`config.mk`:
```
export PLATFORM = sky130hd
export DESIGN_NAME = stream_demux
export DESIGN_NICKNAME = d
export VERILOG_FILES = /design/src/rtl/stream_demux.sv
export SDC_FILE = /design/constraint.sdc
export NUM_CORES = 1
export LEC_CHECK = 0
export BUFFER_PORTS_ARGS = -buffer_cell sky130_fd_sc_hd__buf_2
export CORE_ASPECT_RATIO = 0.9
export CORE_UTILIZATION = 41
export CTS_CLUSTER_SIZE = 25
export DETAILED_ROUTE_END_ITERATION = 7
export PLACE_DENSITY = 0.83
export SETUP_SLACK_MARGIN = 0.4
export SYNTH_ARGS = -nofsm -noshare
export SYNTH_HDL_FRONTEND = slang
export SYNTH_SLANG_ARGS = --single-unit
```
`constraint.sdc`:
```
create_clock -name clk -period 1.85 [get_ports clk]
set_input_delay 0.37 -clock clk [delete_from_list [all_inputs] [get_ports clk]]
set_output_delay 0.37 -clock clk [all_outputs]
set_load 0.02 [all_outputs]
```
`src/rtl/stream_demux.sv`:
```
// stream_demux: registered 1-to-CHANNELS stream demultiplexer with valid/ready
// handshakes, broadcast mode, drop-and-flag of out-of-range selects and a
// saturating drop counter.
//
// Ports:
//   clk        in   single clock, rising edge
//   rst_n      in   asynchronous active-low reset
//   in_valid   in   producer has a word
//   in_ready   out  word is accepted this cycle (combinational from out_ready)
//   in_data    in   payload [WIDTH]
//   in_sel     in   destination channel index [SELW]
//   in_bcast   in   1 = deliver to every channel, in_sel ignored
//   out_valid  out  per-channel valid [CHANNELS]
//   out_ready  in   per-channel ready [CHANNELS]
//   out_data   out  shared held payload [WIDTH]
//   err        out  one-cycle pulse after an out-of-range word is dropped
//   drop_cnt   out  saturating count of dropped words [8]
//
// State view (derived from the pending mask, no separate encoding):
//   state          | meaning
//   EMPTY          | pend == 0, ready for a new word
//   UNICAST        | exactly one channel still owes a handshake
//   BCAST_PARTIAL  | several channels still owe a handshake; mask only shrinks
module stream_demux #(
  parameter int WIDTH    = 8,
  parameter int CHANNELS = 8,
  parameter int SELW     = $clog2(CHANNELS)
) (
  input  logic                clk,
  input  logic                rst_n,
  input  logic                in_valid,
  output logic                in_ready,
  input  logic [WIDTH-1:0]    in_data,
  input  logic [SELW-1:0]     in_sel,
  input  logic                in_bcast,
  output logic [CHANNELS-1:0] out_valid,
  input  logic [CHANNELS-1:0] out_ready,
  output logic [WIDTH-1:0]    out_data,
  output logic                err,
  output logic [7:0]          drop_cnt
);

  localparam int unsigned CH_U = CHANNELS;

  logic [CHANNELS-1:0] pend_q, pend_d, pend_nx, sel_onehot;
  logic [WIDTH-1:0]    hold_q, hold_d;
  logic                err_q, err_d;
  logic [7:0]          cnt_q, cnt_d;
  logic                sel_ok, accept;

  // Channels that would still be pending after this cycle's handshakes.
  // A new word may enter in the same cycle the last channel completes.
  assign pend_nx  = pend_q & ~out_ready;
  assign in_ready = (pend_nx == '0);
  assign accept   = in_valid & in_ready;

  // in_sel can encode more values than there are channels when CHANNELS
  // is not a power of two.
  assign sel_ok     = (32'(in_sel) < CH_U);
  assign sel_onehot = {{(CHANNELS-1){1'b0}}, 1'b1} << in_sel;

  always_comb begin
    pend_d = pend_nx;
    hold_d = hold_q;
    err_d  = 1'b0;
    cnt_d  = cnt_q;
    if (accept) begin
      if (in_bcast) begin
        pend_d = '1;
        hold_d = in_data;
      end else if (sel_ok) begin
        pend_d = sel_onehot;
        hold_d = in_data;
      end else begin
        // Word is consumed but goes nowhere; payload register keeps its value.
        pend_d = '0;
        err_d  = 1'b1;
        if (cnt_q != 8'hFF) begin
          cnt_d = cnt_q + 8'd1;
        end
      end
    end
  end

  always_ff @(posedge clk or negedge rst_n) begin
    if (!rst_n) begin
      pend_q <= '0;
      hold_q <= '0;
      err_q  <= 1'b0;
      cnt_q  <= 8'd0;
    end else begin
      pend_q <= pend_d;
      hold_q <= hold_d;
      err_q  <= err_d;
      cnt_q  <= cnt_d;
    end
  end

  assign out_valid = pend_q;
  assign out_data  = hold_q;
  assign err       = err_q;
  assign drop_cnt  = cnt_q;

endmodule
```
Word-level counts from Yosys, hierarchy flattened
Index checks and enable logic that the tools add are counted.
{"block": "word_totals", "regBits": 16, "elab_cells": 9}
{"block": "classes", "mux": 2, "n_reduce_logical": 1, "shifts": 1, "bitwise_logic": 3}
{"cell": "8-bit two-way mux", "count": 2}
{"cell": "8-bit AND", "count": 1}
{"cell": "8-bit zero test", "count": 1}
{"cell": "8-bit NOT", "count": 1}
{"cell": "1-bit by 3-bit left shift with 8-bit output (first input constant)", "count": 1}
{"cell": "1-bit AND", "count": 1}

Longest topological paths before layout
{"block": "depth", "word_depth": 5, "depth_mapped": 5}

Worst setup path after synthesis
Ideal clock, no wire load.
{"block": "synth_timing", "kind": "reg2reg", "from": "reg pend_q[5], in the netlist out_valid[5]", "to": "reg hold_q[5], in the netlist out_data[5]", "t_arrival_ns": 1.402, "t_required_ns": 1.725, "path_buffers": 1, "path_slack_ns": 0.323, "synth_period_minus_slack_ns": 1.527, "path_stages_with_launch": 6, "path_cell_list": "dfrtp_1 -> nor2b_1 -> nor2_1 -> nand4_4 -> buf_6 -> mux2_4"}
{"block": "synth_between", "elab_chain_len": 3}
{"element": "start, declared", "line_no": "45", "text": "logic [CHANNELS-1:0] pend_q, pend_d, pend_nx, sel_onehot;"}
{"element": "start signal, assigned", "line_no": "92", "text": "pend_q <= pend_d;"}
{"element": "8-bit AND", "line_no": "53", "text": "assign pend_nx = pend_q & ~out_ready;"}
{"element": "8-bit zero test", "line_no": "54", "text": "assign in_ready = (pend_nx == '0);"}
{"element": "1-bit AND", "line_no": "55", "text": "assign accept = in_valid & in_ready;"}
{"element": "end signal, assigned", "line_no": "93", "text": "hold_q <= hold_d;"}
{"element": "end, declared", "line_no": "46", "text": "logic [WIDTH-1:0] hold_q, hold_d;"}
No other way between the ends.
A chain may end at the register's enable or synchronous reset.

Final worst setup path
{"block": "layout_timing", "from": "reg pend_q[6], in the netlist out_valid[6]", "to": "out in_ready"}
{"block": "layout_between", "elab_chain_len": 2}
{"element": "8-bit AND", "line_no": "53"}
{"element": "8-bit zero test", "line_no": "54"}
{"element": "end, declared", "line_no": "32", "text": "output logic in_ready,"}
No other way between the ends.

==> impl_metrics.tcl <==
set metrics [dict create \
    grt_pass1_wl_um 2700 \
    io_pins 49 \
    rsz0062_at_grt "yes" \
    hold_depth 2 \
    die_h_um 43.8 \
    setup_viol 0 \
    wl_um 1790 \
    antenna_found_initial 0 \
    clock_sinks 16 \
    crit_cells 4 \
    postRouteAntennaNets 0 \
    core_region_area_mm2 0.00175 \
    firstDrtPassIters 4 \
    path_clk_slew_ns 0.09 \
    rr_startpoint "out_valid[6]$_DFF_PN0_" \
    synth_compound_area_frac 0.130 \
    die_x_um 48.5 \
    place.detailed.hpwl_um 1130 \
    yosys_warnings 0 \
    drc_errors 0 \
    port_buffers 39 \
    grt_max_degree 17 \
    worstPathBufferInverterCount 1 \
    yosysUniqueCellTypes 21 \
    area_delta_synth_final_pct 46.5 \
    cts_tree "done" \
    p_int_w 0.00116 \
    initial_core_util 0.455 \
    status "completed" \
    muxShareOfSynthArea 0.122 \
    cp_top_family "simple AND/OR/NAND/NOR gates" \
    overflow 0 \
    worstSetupStartpointType "flip-flop" \
    endpoint "in_ready" \
    clkLatencyLatePin_ns 0.27 \
    drt_iter0_drc 9 \
    critPathCaptureType "output port" \
    htree_num_levels 1 \
    hp-class "in2reg" \
    netlist_area_um2 797 \
    critPathMaxStageDelay_ns 0.41 \
    grt_pass1_vias 620 \
    critPathRequiredTime_ns 1.48 \
    critPathLaunch "out_valid[6]$_DFF_PN0_" \
    period_minus_slack_ns 1.67 \
    rows 14 \
    synth_area_per_cell_um2 11.4 \
    wire_per_inst_um 12.2 \
    yosys.area_share.adder 0 \
    clock_skew_ns 0.00158 \
    power_density_mw_per_mm2 1640 \
    vias_per_cell 4.69 \
    numCtsBuffers 3 \
    maxCapViolCount 0 \
    clock-root-buffer "clkbuf_4" \
    track_usage 0.173 \
    r2r-end "out_data[5]$_DFFE_PN0P_" \
    timing.final.crit_share 0.901 \
    synthXorXnorAreaFrac 0 \
    share_comb_of_total_power 0.579 \
    clock.fmax_mhz 600 \
    seqPwrFrac 0.307 \
    ys_seq_area_frac 0.502 \
    cts_buffer_depth 2 \
    switching_share 0.393 \
    pwr-share-clk 0.114 \
    hold_violations 0 \
    synth-simple-area-share 0.118 \
    vias 689 \
    ys_ff_latch 16 \
    setup-tns-final_ns 0 \
    crit_fanout 2 \
    num_antenna_cells 0 \
    p_switching_w 0.000753 \
    total_power_w 0.00192 \
    postSynthCellCount 70 \
    worstPathArrival_ns 1.30 \
    synth_top_family_by_area "compound AO/OA/AOI/OAI gates" \
    p_leak_nw 0.610 \
    dieArea_mm2 0.00212 \
    crit_chain "nand2b_1 > and4_4 > and3_4 > buf_6" \
    r2r_cells 5 \
    nFillCells 126 \
    cp_slowest_cell "dfrtp_1" \
    drive_gt1_frac 0.585 \
    critPathKind "reg2out" \
    peakVddDrop_mv 0.746 \
    slew_viol_final 0 \
    nets 147 \
    gp_congestion 0.787 \
    r2r_slack_ns 0.35 \
]
[per-layer routing]
metal | global-route usage | part of all wire | vias up
li1 | - | - | 334
met1 | 0.202 | 0.42 | 319
met2 | 0.315 | 0.51 | 34
met4 | 0.0529 | 0.0095 | 0
met5 | 0 | 0 | -
met3 | 0.0456 | 0.054 | 2
[area by class of cell]
| class | count | area (µm²) | area share |
|---|---|---|---|
| Multi-Input combinational cell | 48 | 384 | 0.329 |
| Sequential cell | 16 | 400 | 0.343 |
| Timing Repair Buffer | 51 | 302 | 0.258 |
| Tap cell | 24 | 30.0 | 0.0257 |
| Inverter | 4 | 15.0 | 0.0129 |
| Clock buffer | 4 | 36.3 | 0.0311 |
[stage by stage]
stage,area [µm²],worst slack [ns],hold slack [ns],cells,util
after global routing,1170,0.130,0.312,147,0.666
after CTS,1090,0.209,0.316,142,0.621
after global placement,970,0.292,0.291,130,0.554
after floorplan,827,0.338,0.0744,78,-
after detailed placement,970,0.275,0.295,130,0.554
final,1170,0.184,0.321,147,0.666
[kinds of logic after synthesis]
logic type             Yosys count
muxes                            8
DFF                             16
AOI/OAI and AO/OA               17
other                            1
and+or+nand+nor                 13
buffers and inverters           15
[worst reg2reg max path: cells and delay by family (launching register included)]
kind / cells / cell delay (ns)
buffers and inverters: 1 / 0.14
DFF: 1 / 0.41
muxes: 1 / 0.34
and+or+nand+nor: 3 / 0.50
[how the worst min path moves through the flow]
stage	start	endpoint	slack, ns
floorplan	rst_n	out_data[0]$_DFFE_PN0P_	0.07
global placement	rst_n	out_data[0]$_DFFE_PN0P_	0.29
detailed placement	rst_n	out_data[2]$_DFFE_PN0P_	0.30
CTS	in_data[0]	out_data[0]$_DFFE_PN0P_	0.32
global route	in_data[6]	out_data[6]$_DFFE_PN0P_	0.31
finish	in_data[0]	out_data[0]$_DFFE_PN0P_	0.32
[registers in the layout (all words and copies together) (netlist names)]
signal and flops:
out_data 8, out_valid 8
[cells in the final DEF (no fill, tap or decap), drive strengths merged]
master	synthesis	final
buf	11	50
dfrtp	16	16
conb	1	9
mux2	8	8
a31oi	6	6
o21ai	5	5
inv	4	4
nand2b	4	4
clkbuf	0	4
o21bai	3	3
a21oi	3	3
nor2b	3	3
nand4	1	2
nor2	2	2
and4	1	1
and3	1	1
nand2	1	1
dlygate4sd3	0	1
[power groups by stage]
| stage | registers, W | clock network (W) | logic, W |
|---|---|---|---|
| 2_1_floorplan | 0.000800 | 0 | 0.000394 |
| 3_3_place_gp | 0.000585 | 0 | 0.000815 |
| 3_5_place_dp | 0.000594 | 0 | 0.000828 |
| 4_1_cts | 0.000584 | 0.000227 | 0.000978 |
| 5_1_grt | 0.000606 | 0.000241 | 0.00117 |
| 6_report | 0.000588 | 0.000219 | 0.00111 |
[Yosys cell counts, drive strengths merged]
library cell,instances,share of area
dfrtp,16,0.50
buf,11,0.10
mux2,8,0.12
a31oi,6,0.047
o21ai,5,0.031
inv,4,0.019
nand2b,4,0.031
a21oi,3,0.024
nor2b,3,0.024
o21bai,3,0.028
nor2,2,0.0094
and3,1,0.0079
and4,1,0.014
conb,1,0.0047
nand2,1,0.0047
nand4,1,0.027
[what timing repair did]
action	CTS	global route
pin swaps	3	5
hold buffers	1	0
gates cloned	1	0
gates resized for setup	4	10
buffers inserted	6	5
setup endpoints to repair	9	15
hold endpoints to repair	16	0
Note: power is estimated with default switching activity, not from simulation.
